==> src/rtl/track_input_scheduler_if.sv <==
// Signal bundle between the key/judge logic and the background renderer.
// The master drives the raw keys, frame strobe and judgements; the scheduler is the slave.
interface track_input_scheduler_if;
  logic [5:0] key_raw;
  logic       frame_start;
  logic       judge_valid;
  logic [1:0] judge_result;
  logic       key_state;
  logic [3:0] key_ascii;
  logic [2:0] msg;
  logic [5:0] key_pressed;

  modport master (
    output key_raw, frame_start, judge_valid, judge_result,
    input  key_state, key_ascii, msg, key_pressed
  );

  modport slave (
    input  key_raw, frame_start, judge_valid, judge_result,
    output key_state, key_ascii, msg, key_pressed
  );
endinterface

==> src/rtl/track_input_scheduler.sv <==
// Debounces six track keys, grants one of them to the renderer's highlight slot,
// and holds judgement feedback for a fixed number of frames. Outputs move only on frame_start.
module track_input_scheduler #(
  parameter int DEBOUNCE_CYCLES = 250000,
  parameter int HOLD_FRAMES     = 30
) (
  input logic OriginalClk,
  input logic Reset,
  track_input_scheduler_if.slave bus
);

  typedef enum logic {ARB_NONE, ARB_GRANTED} arb_state_t;
  typedef enum logic {MSG_IDLE, MSG_SHOW} msg_state_t;

  localparam int HW = (HOLD_FRAMES < 2) ? 1 : $clog2(HOLD_FRAMES + 1);
  localparam logic [19:0]   DB_LAST   = 20'(DEBOUNCE_CYCLES - 1);
  localparam logic [HW-1:0] HOLD_LOAD = HW'(HOLD_FRAMES);

  logic [5:0]  key_meta, key_sync, key_pressed;
  logic [19:0] db_cnt [6];

  arb_state_t arb_state, arb_next;
  logic [2:0] rr_ptr, rr_next, grant_idx, grant_next;
  logic [2:0] search_idx, cand;
  logic       search_hit;
  logic       key_state, key_state_next;
  logic [3:0] key_ascii, key_ascii_next;

  msg_state_t    msg_state, msg_state_next;
  logic [1:0]    pending_res, pending_res_next;
  logic          pending_valid, pending_valid_next;
  logic [HW-1:0] hold_cnt, hold_next;
  logic [2:0]    msg, msg_next;

  // A key flips only after its synchronized level has disagreed for DEBOUNCE_CYCLES cycles.
  always_ff @(posedge OriginalClk or posedge Reset) begin
    if (Reset) begin
      key_meta    <= '0;
      key_sync    <= '0;
      key_pressed <= '0;
      for (int i = 0; i < 6; i++) db_cnt[i] <= '0;
    end else begin
      key_meta <= bus.key_raw;
      key_sync <= key_meta;
      for (int i = 0; i < 6; i++) begin
        if (key_sync[i] == key_pressed[i]) begin
          db_cnt[i] <= '0;
        end else if (db_cnt[i] >= DB_LAST) begin
          key_pressed[i] <= ~key_pressed[i];
          db_cnt[i]      <= '0;
        end else if (db_cnt[i] != '1) begin
          db_cnt[i] <= db_cnt[i] + 20'd1;
        end
      end
    end
  end

  // Round-robin search: first pressed key strictly after rr_ptr, wrapping modulo 6.
  always_comb begin
    search_hit = 1'b0;
    search_idx = rr_ptr;
    cand       = '0;
    for (int k = 1; k <= 6; k++) begin
      cand = 3'((int'(rr_ptr) + k) % 6);
      if (!search_hit && key_pressed[cand]) begin
        search_hit = 1'b1;
        search_idx = cand;
      end
    end
  end

  always_comb begin
    arb_next       = arb_state;
    grant_next     = grant_idx;
    rr_next        = rr_ptr;
    key_state_next = key_state;
    key_ascii_next = key_ascii;
    if (bus.frame_start && !(arb_state == ARB_GRANTED && key_pressed[grant_idx])) begin
      if (search_hit) begin
        arb_next       = ARB_GRANTED;
        grant_next     = search_idx;
        rr_next        = search_idx;
        key_state_next = 1'b1;
        key_ascii_next = {1'b0, search_idx} + 4'd1;
      end else begin
        arb_next       = ARB_NONE;
        key_state_next = 1'b0;
        key_ascii_next = '0;
      end
    end
  end

  // A judgement arriving with frame_start lands in pending and waits for the next strobe.
  always_comb begin
    msg_state_next     = msg_state;
    pending_res_next   = pending_res;
    pending_valid_next = pending_valid;
    hold_next          = hold_cnt;
    msg_next           = msg;
    if (bus.frame_start) begin
      if (pending_valid) begin
        msg_next           = {1'b0, pending_res};
        hold_next          = HOLD_LOAD;
        pending_valid_next = 1'b0;
        msg_state_next     = MSG_SHOW;
      end else if (msg_state == MSG_SHOW) begin
        if (hold_cnt <= HW'(1)) begin
          hold_next      = '0;
          msg_next       = '0;
          msg_state_next = MSG_IDLE;
        end else begin
          hold_next = hold_cnt - HW'(1);
        end
      end
    end
    if (bus.judge_valid && bus.judge_result != 2'd0) begin
      pending_valid_next = 1'b1;
      pending_res_next   = bus.judge_result;
    end
  end

  always_ff @(posedge OriginalClk or posedge Reset) begin
    if (Reset) begin
      arb_state     <= ARB_NONE;
      grant_idx     <= '0;
      rr_ptr        <= 3'd5;
      key_state     <= 1'b0;
      key_ascii     <= '0;
      msg_state     <= MSG_IDLE;
      pending_res   <= '0;
      pending_valid <= 1'b0;
      hold_cnt      <= '0;
      msg           <= '0;
    end else begin
      arb_state     <= arb_next;
      grant_idx     <= grant_next;
      rr_ptr        <= rr_next;
      key_state     <= key_state_next;
      key_ascii     <= key_ascii_next;
      msg_state     <= msg_state_next;
      pending_res   <= pending_res_next;
      pending_valid <= pending_valid_next;
      hold_cnt      <= hold_next;
      msg           <= msg_next;
    end
  end

  assign bus.key_state   = key_state;
  assign bus.key_ascii   = key_ascii;
  assign bus.msg         = msg;
  assign bus.key_pressed = key_pressed;

endmodule

==> src/flat_wrapper.sv <==
// flat-port wrapper written by rule: the top's interface ports become plain ports
module track_input_scheduler_flat 
#(
  parameter int DEBOUNCE_CYCLES = 250000,
  parameter int HOLD_FRAMES     = 30
)
  (OriginalClk, Reset, bus_key_raw, bus_frame_start, bus_judge_valid, bus_judge_result, bus_key_state, bus_key_ascii, bus_msg, bus_key_pressed);
  track_input_scheduler_if bus_i ();
  input logic OriginalClk;
  input logic Reset;
  input wire logic [$bits(bus_i.key_raw)-1:0] bus_key_raw;
  input wire logic [$bits(bus_i.frame_start)-1:0] bus_frame_start;
  input wire logic [$bits(bus_i.judge_valid)-1:0] bus_judge_valid;
  input wire logic [$bits(bus_i.judge_result)-1:0] bus_judge_result;
  output wire logic [$bits(bus_i.key_state)-1:0] bus_key_state;
  output wire logic [$bits(bus_i.key_ascii)-1:0] bus_key_ascii;
  output wire logic [$bits(bus_i.msg)-1:0] bus_msg;
  output wire logic [$bits(bus_i.key_pressed)-1:0] bus_key_pressed;
  assign bus_i.key_raw = bus_key_raw;
  assign bus_i.frame_start = bus_frame_start;
  assign bus_i.judge_valid = bus_judge_valid;
  assign bus_i.judge_result = bus_judge_result;
  assign bus_key_state = bus_i.key_state;
  assign bus_key_ascii = bus_i.key_ascii;
  assign bus_msg = bus_i.msg;
  assign bus_key_pressed = bus_i.key_pressed;
  track_input_scheduler #(.DEBOUNCE_CYCLES(DEBOUNCE_CYCLES), .HOLD_FRAMES(HOLD_FRAMES)) u_core (.OriginalClk(OriginalClk), .Reset(Reset), .bus(bus_i));
endmodule
==> config.mk <==
export PLATFORM = sky130hd
export DESIGN_NAME = track_input_scheduler_flat
export DESIGN_NICKNAME = d
export VERILOG_FILES = /design/src/rtl/track_input_scheduler_if.sv /design/src/rtl/track_input_scheduler.sv /design/src/flat_wrapper.sv
export SDC_FILE = /design/constraint.sdc
export NUM_CORES = 1
export LEC_CHECK = 0
export ABC_CLOCK_PERIOD_IN_PS = 14700
export CAP_MARGIN = 5
export CORE_UTILIZATION = 60
export DETAILED_ROUTE_END_ITERATION = 8
export PLACE_DENSITY = 0.78
export SYNTH_ARGS = -nofsm -noshare
export SYNTH_HDL_FRONTEND = slang
export SYNTH_SLANG_ARGS = --single-unit
==> constraint.sdc <==
create_clock -name OriginalClk -period 14.7 [get_ports OriginalClk]
set_clock_uncertainty 0.2 [all_clocks]
set_input_delay 3.675 -clock OriginalClk [delete_from_list [all_inputs] [get_ports OriginalClk]]
set_output_delay 3.675 -clock OriginalClk [all_outputs]
set_load 0.01 [all_outputs]
==> flow_summary.toml, run 1 <==
[run_status]
status = "finished clean"

[detailed_routing]
wl_met3_um = 705
totalWireLength_um = 17480
drc = 0
met2_length_um = 8641
wl_per_cell_um = 15.90
initialDrtViolationCount = 377
vias = 6600
avgViaCountPerCell = 6.005
top_layer = "met4"
met1Wirelength_um = 7727
ant_nets = 0
dr.pass1.iters = 5

[yosys]
synth_top_flop_cell = "dfrtp_1"
avgSynthCellArea_sq_um = 9.562
seq_area_frac_synth_pct = 47.42
ys_ff_latch = 159
synth-edff-count = 0
synth_cells = 878
syn-cell-area_sq_mm = 0.008396
async_flop_share_pct = 100.0
synth_cell_types = 71
ys_warn_count = 0

[critical_path]
cpMaxStageDelayCell = "dfstp_2"
r2r-start = "u_core.rr_ptr[2]$_DFFE_PP1P_"
crit_path_cell_trace = "inv_1, ha_1, nand2_1, nand2_1, ha_1, nor2b_1, nor3b_1, o211ai_1, o21ai_0, mux2_2, nor4_4, nand2_1, o21a_1, nor2_1, ha_1, inv_1, a2111oi_0, o2bb2ai_1, nand2_1"
required_ps = 14870
end_kind = "flop"
path_class = "flop to flop"
setup.worst_path.start = "u_core.rr_ptr[2]$_DFFE_PP1P_"
r2r_setup_slack_ps = 9180
rr_worst_depth = 19
max_stage_delay_ps = 770
cp.buffers_inverters = 2
crit_fanout = 15
crit_path_start_kind = "flop"
r2r-end = "u_core.bus.key_ascii[2]$_DFFE_PP0P_"
cpMostUsedCell = "nand2_1"
critPathTopFamily = "simple AND/OR/NAND/NOR gates"
cp.arrival_ps = 5690

[sta]
slew_headroom_pct = 41.37
hold_viol_final = 0
hold_ws_ps = 149.2
fmax_mhz = 181.2
period_share_pct = 37.55
fin_ws_ps = 9180
worstMarginPinSlew_ps = 879.4
finalCriticalPeriod_ps = 5520
drv_slew = 0
rsz0062_at_grt = "no"
setup_viol = 0
finalSetupTns_ps = 0

[power]
power_mw = 1.612
ir_worst_vdd_mv = 0.09677
p_leak_nw = 3.992
cellPowerDensity_mw_per_mm2 = 172.0

[global_routing]
antenna_found_initial = 0
grt.total_usage_pct = 25.71
grt_max_degree = 89
grt-ovfl-total = 0
grt_pass1_wl_um = 29570
grt_pass1_vias = 6509

[cts]
clk-insertion-delay-late_ps = 430
hold_buffers = 0
cts_setup_buffers = 0
clk_pin_slew_ps = 60
cts_resized = 0
ctsRootBufferMaster = "clkbuf_16"
clock_path_buffers = 2
tritoncts = "yes"
numCtsBuffers = 17
cts_max_level = 4
cts_sinks = 159

[cells_and_area]
fin_util_pct = 69.68
final_cells = 1099
stdcell_area_sq_mm = 0.009374
n_antenna_cell = 0
nNetsFinal = 945
n_fill_cell = 1024
drive_gt1_share_pct = 6.717
area_delta_synth_final_pct = 11.65

[floorplan]
fp.dieW_um = 120.3
start_util_pct = 62.41
die-area_sq_mm = 0.01447
die_y_um = 120.3
fp.coreArea_sq_mm = 0.01345
ioPinCount = 26
fp-row-count = 42

[run]
drv_cap = 0

[worst_hold_path]
holdPathStages = 0
worstHoldStart = "u_core.key_meta[5]$_DFF_PP0_"
hp-class = "flop to flop"
min_to = "u_core.key_sync[5]$_DFF_PP0_"

[placement]
portBuffers = 24
place_inst = 1067
gp_congestion = 0.8261
dp_slack_ps = 8811
hpwl_um = 11880
post_dp_cell_area_sq_mm = 0.008811
[area by class of cell]
cell class	instances	area, sq um	area share (%)
Clock inverter	14	133.9	1.428
Multi-Input combinational cell	684	4267	45.52
Timing Repair Buffer	26	255.2	2.723
Inverter	22	87.58	0.9343
Clock buffer	18	429.2	4.578
Tap cell	176	220.2	2.349
Sequential cell	159	3981	42.47
[sequential cells by signal (all words and copies together), names as in the netlist, 3 cells and up]
register,count
u_core.key_meta,6
u_core.bus.key_pressed,6
u_core.key_sync,6
u_core.db_cnt,120
u_core.grant_idx,3
u_core.bus.key_ascii,4
u_core.hold_cnt,5
[worst max path at each step]
stage / end / slack [ps] / cells after the start
final: u_core.bus.key_ascii[2]$_DFFE_PP0P_ / 9180 / 19
after global routing: u_core.bus.key_ascii[2]$_DFFE_PP0P_ / 8970 / 19
after CTS: u_core.grant_idx[0]$_DFFE_PP0P_ / 9240 / 4
after detailed placement: u_core.key_sync[1]$_DFF_PP0_ / 8810 / 3
after global placement: u_core.db_cnt[89]$_DFFE_PP0P_ / 8860 / 3
after floorplan: u_core.arb_state$_DFFE_PP0P_ / 6540 / 1
[power breakdown]
part | total, mW | internal (mW) | switching (mW)
Combinational | 0.683 | 0.281 | 0.401
Sequential | 0.509 | 0.466 | 0.0423
Clock | 0.421 | 0.236 | 0.185
Total | 1.61 | 0.983 | 0.629
[metal layers]
metal	vias up	track usage (%)
li1	3167	-
met1	3243	32.52
met2	148	42.89
met3	42	5.849
met4	0	10.19
met5	-	0
[placed cells by master (no fill, tap or decap), types with 4 or more instances in the layout]
master	Yosys	routed
dfrtp_1	157	157
nor2_1	132	132
nand2_1	85	85
xor2_1	51	51
nand3_1	51	51
o21ai_0	34	34
a21oi_1	33	33
xnor2_1	29	29
and3_1	24	24
clkdlybuf4s50_1	0	24
ha_1	23	23
nand4_1	22	22
inv_1	21	20
nor3_1	19	19
clkbuf_16	0	17
mux2i_1	15	15
conb_1	1	13
nor4_1	11	11
or3_1	11	11
and4_1	10	10
nand2b_1	9	9
mux2_2	9	9
o41ai_1	7	7
a31oi_1	7	7
and2_1	7	7
nor2b_1	6	6
a211oi_1	6	6
o22ai_1	5	5
o31ai_1	5	5
a21o_1	5	5
a2111oi_0	5	5
clkinv_2	0	4
[cell families (layout without fill, tap and decap cells)]
group                      after synthesis  after routing  share of synthesized area (%)
buffers and inverters                   47             80                          2.295
DFF                                    159            159                          47.42
adders and majority gates               23             23                          3.428
other                                    1             13                        0.04467
muxes                                   27             27                          3.532
AOI/OAI and AO/OA                      139            139                          11.27
xor gates and xnor gates                83             83                          9.061
and+or+nand+nor                        399            399                          22.95
[cell usage after synthesis, types with 3 or more instances]
| cell | number | share of area (%) |
|---|---|---|
| mux2i_1 | 15 | 1.8 |
| nand3b_1 | 3 | 0.27 |
| a31oi_1 | 7 | 0.52 |
| nand3_1 | 51 | 3.0 |
| a211oi_1 | 6 | 0.54 |
| and2_1 | 7 | 0.52 |
| a2111oi_0 | 5 | 0.52 |
| a21oi_1 | 33 | 2.0 |
| inv_1 | 21 | 0.94 |
| nor3_1 | 19 | 1.1 |
| xor2_1 | 51 | 5.3 |
| ha_1 | 23 | 3.4 |
| clkbuf_1 | 20 | 0.89 |
| nand2b_1 | 9 | 0.67 |
| and3_1 | 24 | 1.8 |
| nor4_1 | 11 | 0.82 |
| nor2b_1 | 6 | 0.45 |
| o21ai_0 | 34 | 2.0 |
| o41ai_1 | 7 | 0.73 |
| and4_1 | 10 | 1.0 |
| o22ai_1 | 5 | 0.37 |
| a32o_1 | 3 | 0.36 |
| a21o_1 | 5 | 0.45 |
| a21oi_2 | 3 | 0.31 |
| mux2_2 | 9 | 1.2 |
| nand4_1 | 22 | 1.6 |
| or3_1 | 11 | 0.82 |
| nand2_1 | 85 | 3.8 |
| o31ai_1 | 5 | 0.45 |
| nor2_1 | 132 | 5.9 |
| dfrtp_1 | 157 | 47 |
| xnor2_1 | 29 | 3.0 |
Note: power is estimated with default switching activity, not from simulation.
==> run 2: changes to the inputs <==
Settings changed: ABC_CLOCK_PERIOD_IN_PS 14700 to 5650.
Clock period 14.7 ns to 5.65 ns, I/O delays scaled along.
==> flow_summary.toml, run 2 (synthesis results as in run 1) <==
[cts]
clk_pin_slew_ps = 60
cts_resized = 0
tritoncts = "yes"
clk-insertion-delay-late_ps = 420
cts_max_level = 4
ctsRootBufferMaster = "clkbuf_16"
cts_setup_buffers = 0
numCtsBuffers = 17
cts_sinks = 159
clock_path_buffers = 2
hold_buffers = 0

[power]
ir_worst_vdd_mv = 0.2789
cellPowerDensity_mw_per_mm2 = 448.2
power_mw = 4.228
p_leak_nw = 4.025

[critical_path]
path_class = "flop to flop"
crit_fanout = 15
end_kind = "flop"
cp.arrival_ps = 5300
crit_path_start_kind = "flop"
required_ps = 5800
rr_worst_depth = 19

[placement]
portBuffers = 24
post_dp_cell_area_sq_mm = 0.008830
gp_congestion = 0.8720
hpwl_um = 11140

[detailed_routing]
avgViaCountPerCell = 5.921
ant_nets = 0
drc = 0
dr.pass1.iters = 5
wl_met3_um = 583
vias = 6513
met1Wirelength_um = 7498
totalWireLength_um = 16370
met2_length_um = 8058
wl_per_cell_um = 14.88
initialDrtViolationCount = 479
top_layer = "met4"

[cells_and_area]
drive_gt1_share_pct = 6.818
regArea_sq_mm = 0.003981
n_antenna_cell = 0
area_delta_synth_final_pct = 12.37
multi_input_area_sq_mm = 0.004267
largest_reg_flops = 120
nNetsFinal = 946
mostFrequentLayoutCell = "dfrtp_1"
stdcell_area_sq_mm = 0.009434
top_register = "u_core.db_cnt"
final_cell_mix = "157 x dfrtp_1, 132 x nor2_1, 85 x nand2_1"
n_fill_cell = 1008

[worst_hold_path]
hp-class = "flop to flop"
holdPathStages = 0

[global_routing]
antenna_found_initial = 0
grt_pass1_vias = 6421
grt_max_degree = 160
grt_pass1_wl_um = 28750
grt.total_usage_pct = 24.61
grt-ovfl-total = 0

[floorplan]
die-area_sq_mm = 0.01447
start_util_pct = 62.41
fp.coreArea_sq_mm = 0.01345
ioPinCount = 26
fp-row-count = 42
fp.dieW_um = 120.3
die_y_um = 120.3

[run_status]
status = "finished clean"

[sta]
rsz0062_at_grt = "no"
fmax_mhz = 194.1
drv_slew = 0
finalSetupTns_ps = 0
setup_viol = 0
hold_viol_final = 0
finalCriticalPeriod_ps = 5151
worstMarginPinSlew_ps = 797.0
slew_headroom_pct = 46.87
hold_ws_ps = 148.9
period_share_pct = 91.17

[run]
drv_cap = 0
==> run 2: critical path, stage by stage (launching register included) <==
cell and delay, ps:
dfstp_2 750, inv_1 200, ha_1 360, nand2_1 210, nand2_1 80, ha_1 310, nand3b_1 200, and3_1 210
or3_1 390, mux2i_1 170, mux2_2 330, nor4_4 470, nand2_1 160, o21a_1 160, nor2_1 110, ha_1 170
inv_1 70, a2111oi_0 370, o2bb2ai_1 100, nand2_1 60
==> run 2: through the flow <==
stage	cells	worst slack, ps	util, %
final	1100	498.8	70.13
after floorplan	890	1079	-
after global placement	1068	740.7	65.63
after detailed placement	1068	623.1	65.63
after global routing	1100	178.0	70.13
after CTS	1100	592.2	70.13
==> run 2: routing by layer <==
layer / vias to the layer above / GRT usage [%]
met5: - / 0
met4: 0 / 9.336
met3: 24 / 4.104
met2: 128 / 42.06
met1: 3193 / 31.38
li1: 3168 / -
==> run 2: layout make-up <==
type	instances	share of cell area (%)
clock buffer	19	4.695
clock inverter	13	1.711
inverter	22	0.9151
multi-input combinational	684	45.23
sequential	159	42.20
tap	176	2.334
timing repair buffer	27	2.918
==> run 2: worst paths after layout <==
path	from	endpoint	slack, ps
setup reg to reg	u_core.rr_ptr[2]$_DFFE_PP1P_	u_core.bus.key_ascii[2]$_DFFE_PP0P_	500
hold reg to reg	u_core.key_meta[2]$_DFF_PP0_	u_core.key_sync[2]$_DFF_PP0_	150
setup / recovery	u_core.rr_ptr[2]$_DFFE_PP1P_	u_core.bus.key_ascii[2]$_DFFE_PP0P_	500
min in group asynchronous	Reset	u_core.key_meta[0]$_DFF_PP0_	1400
max in group asynchronous	Reset	u_core.db_cnt[71]$_DFFE_PP0P_	3280
hold / removal	u_core.key_meta[2]$_DFF_PP0_	u_core.key_sync[2]$_DFF_PP0_	150
==> run 2: report_power, final <==
group / switching (mW) / internal (mW)
clock: 0.455 / 0.710
sequential: 0.0793 / 1.21
combinational: 1.04 / 0.735
==> run 3: changes to the inputs <==
Settings changed: CORE_ASPECT_RATIO from default to 0.7.
==> flow_summary.toml, run 3 (synthesis results as in run 1) <==
[floorplan]
fp-row-count = 35
die_y_um = 101.0
die-area_sq_mm = 0.01448
ioPinCount = 26
fp.dieW_um = 143.4
start_util_pct = 62.65
fp.coreArea_sq_mm = 0.01340

[cts]
cts_max_level = 4
ctsRootBufferMaster = "clkbuf_16"
numCtsBuffers = 17
clk_pin_slew_ps = 70
hold_buffers = 0
clk-insertion-delay-late_ps = 420
cts_sinks = 159
clock_path_buffers = 2
cts_resized = 0
tritoncts = "yes"
cts_setup_buffers = 0

[detailed_routing]
totalWireLength_um = 17490
vias = 6600
dr.pass1.iters = 5
initialDrtViolationCount = 411
drc = 0
avgViaCountPerCell = 5.946
ant_nets = 0
wl_per_cell_um = 15.76

[global_routing]
grt-ovfl-total = 0
antenna_found_initial = 0
grt_pass1_wl_um = 29790
grt_pass1_vias = 6310
grt_max_degree = 100
grt.total_usage_pct = 26.23

[cells_and_area]
top_register = "u_core.db_cnt"
largest_reg_flops = 120
n_antenna_cell = 0
fin_util_pct = 70.42
n_fill_cell = 1034
stdcell_area_sq_mm = 0.009437
final_cell_mix = "157 x dfrtp_1, 132 x nor2_1, 85 x nand2_1"
nNetsFinal = 947
drive_gt1_share_pct = 7.027
mostFrequentLayoutCell = "dfrtp_1"
area_delta_synth_final_pct = 12.40

[power]
power_frac_seq_pct = 30.5
p_switching_mw = 1.653
switching_share_pct = 39.01
ir_worst_vdd_mv = 0.2978
pwr-share-comb_pct = 42.7
pwr-share-clk_pct = 26.8
p_leak_nw = 4.019
cellPowerDensity_mw_per_mm2 = 449.0
power_mw = 4.237
intPower_mw = 2.584

[critical_path]
required_ps = 5810
crit_path_start_kind = "flop"
cp.arrival_ps = 5380
end_kind = "flop"
path_class = "flop to flop"
crit_fanout = 15

[sta]
slew_headroom_pct = 48.13
fmax_mhz = 191.3
finalCriticalPeriod_ps = 5227
drv_slew = 0
finalSetupTns_ps = 0
period_share_pct = 92.51
setup_viol = 0
rsz0062_at_grt = "no"
hold_viol_final = 0
worstMarginPinSlew_ps = 776.4
hold_ws_ps = 148.3

[placement]
portBuffers = 24
post_dp_cell_area_sq_mm = 0.008848
hpwl_um = 12110
gp_congestion = 0.9612

[run]
drv_cap = 0

[worst_hold_path]
hp-class = "flop to flop"

[run_status]
status = "finished clean"
[run 3: cell count changes in the layout (fill, tap and decap cells not counted)]
cell / before / now
clkinv_2: 5 / 2
clkbuf_1: 1 / 0
clkinv_8: 0 / 1
clkinv_4: 2 / 3
buf_4: 2 / 3
inv_6: 2 / 5
inv_8: 1 / 2
bufinv_16: 3 / 1
[run 3: metrics by stage]
stage | std cells | worst slack, ps
6_report | 1110 | 422.9
5_1_grt | 1110 | 54.40
4_1_cts | 1110 | 500.8
3_5_place_dp | 1078 | 569.8
3_3_place_gp | 1078 | 739.6
2_1_floorplan | 890 | 1079
[run 3: worst paths after layout]
path | startpoint | end | slack (ps) | cells after the start
max reg2reg | u_core.rr_ptr[2]$_DFFE_PP1P_ | u_core.bus.key_ascii[2]$_DFFE_PP0P_ | 420 | 19
max | u_core.rr_ptr[2]$_DFFE_PP1P_ | u_core.bus.key_ascii[2]$_DFFE_PP0P_ | 420 | 19
min reg2reg | u_core.key_meta[1]$_DFF_PP0_ | u_core.key_sync[1]$_DFF_PP0_ | 150 | 0
max in group asynchronous | Reset | u_core.db_cnt[116]$_DFFE_PP0P_ | 3020 | 3
min | u_core.key_meta[1]$_DFF_PP0_ | u_core.key_sync[1]$_DFF_PP0_ | 150 | 0
min in group asynchronous | Reset | u_core.db_cnt[50]$_DFFE_PP0P_ | 1260 | 2
[run 3: area by class of cell]
cell class / instances / area, sq um / share of cell area [%]
inverter: 22 / 86.33 / 0.9149
timing repair buffer: 28 / 282.8 / 2.997
multi-input combinational: 684 / 4267 / 45.21
sequential: 159 / 3981 / 42.19
clock inverter: 14 / 148.9 / 1.578
clock buffer: 18 / 439.2 / 4.654
tap: 185 / 231.5 / 2.453
[run 3: routing by layer]
| layer | wire [um] | up-vias | global-route usage [%] |
|---|---|---|---|
| li1 | - | 3167 | - |
| met1 | 8312 | 3260 | 36.42 |
| met2 | 8158 | 158 | 41.37 |
| met3 | 837 | 15 | 6.508 |
| met4 | 183 | 0 | 6.710 |
| met5 | 0 | - | 0 |
[run 3: worst max-delay path, stage by stage, from the launching register on]
cell,delay [ps]
dfstp_2,770
inv_1,230
ha_1,380
nand2_1,220
nand2_1,80
ha_1,310
nand3b_1,210
and3_1,210
or3_1,380
mux2i_1,160
mux2_2,330
nor4_4,490
nand2_1,160
o21a_1,150
nor2_1,120
ha_1,180
inv_1,70
a2111oi_0,350
o2bb2ai_1,110
nand2_1,60
[run 3: power by group through the flow]
stage | sequential, mW | clock (mW) | combinational [mW]
global route | 1.30 | 1.21 | 1.98
global placement | 1.31 | 0 | 1.71
floorplan | 1.29 | 0 | 1.40
finish | 1.29 | 1.14 | 1.81
detailed placement | 1.31 | 0 | 1.75
CTS | 1.29 | 1.16 | 1.76
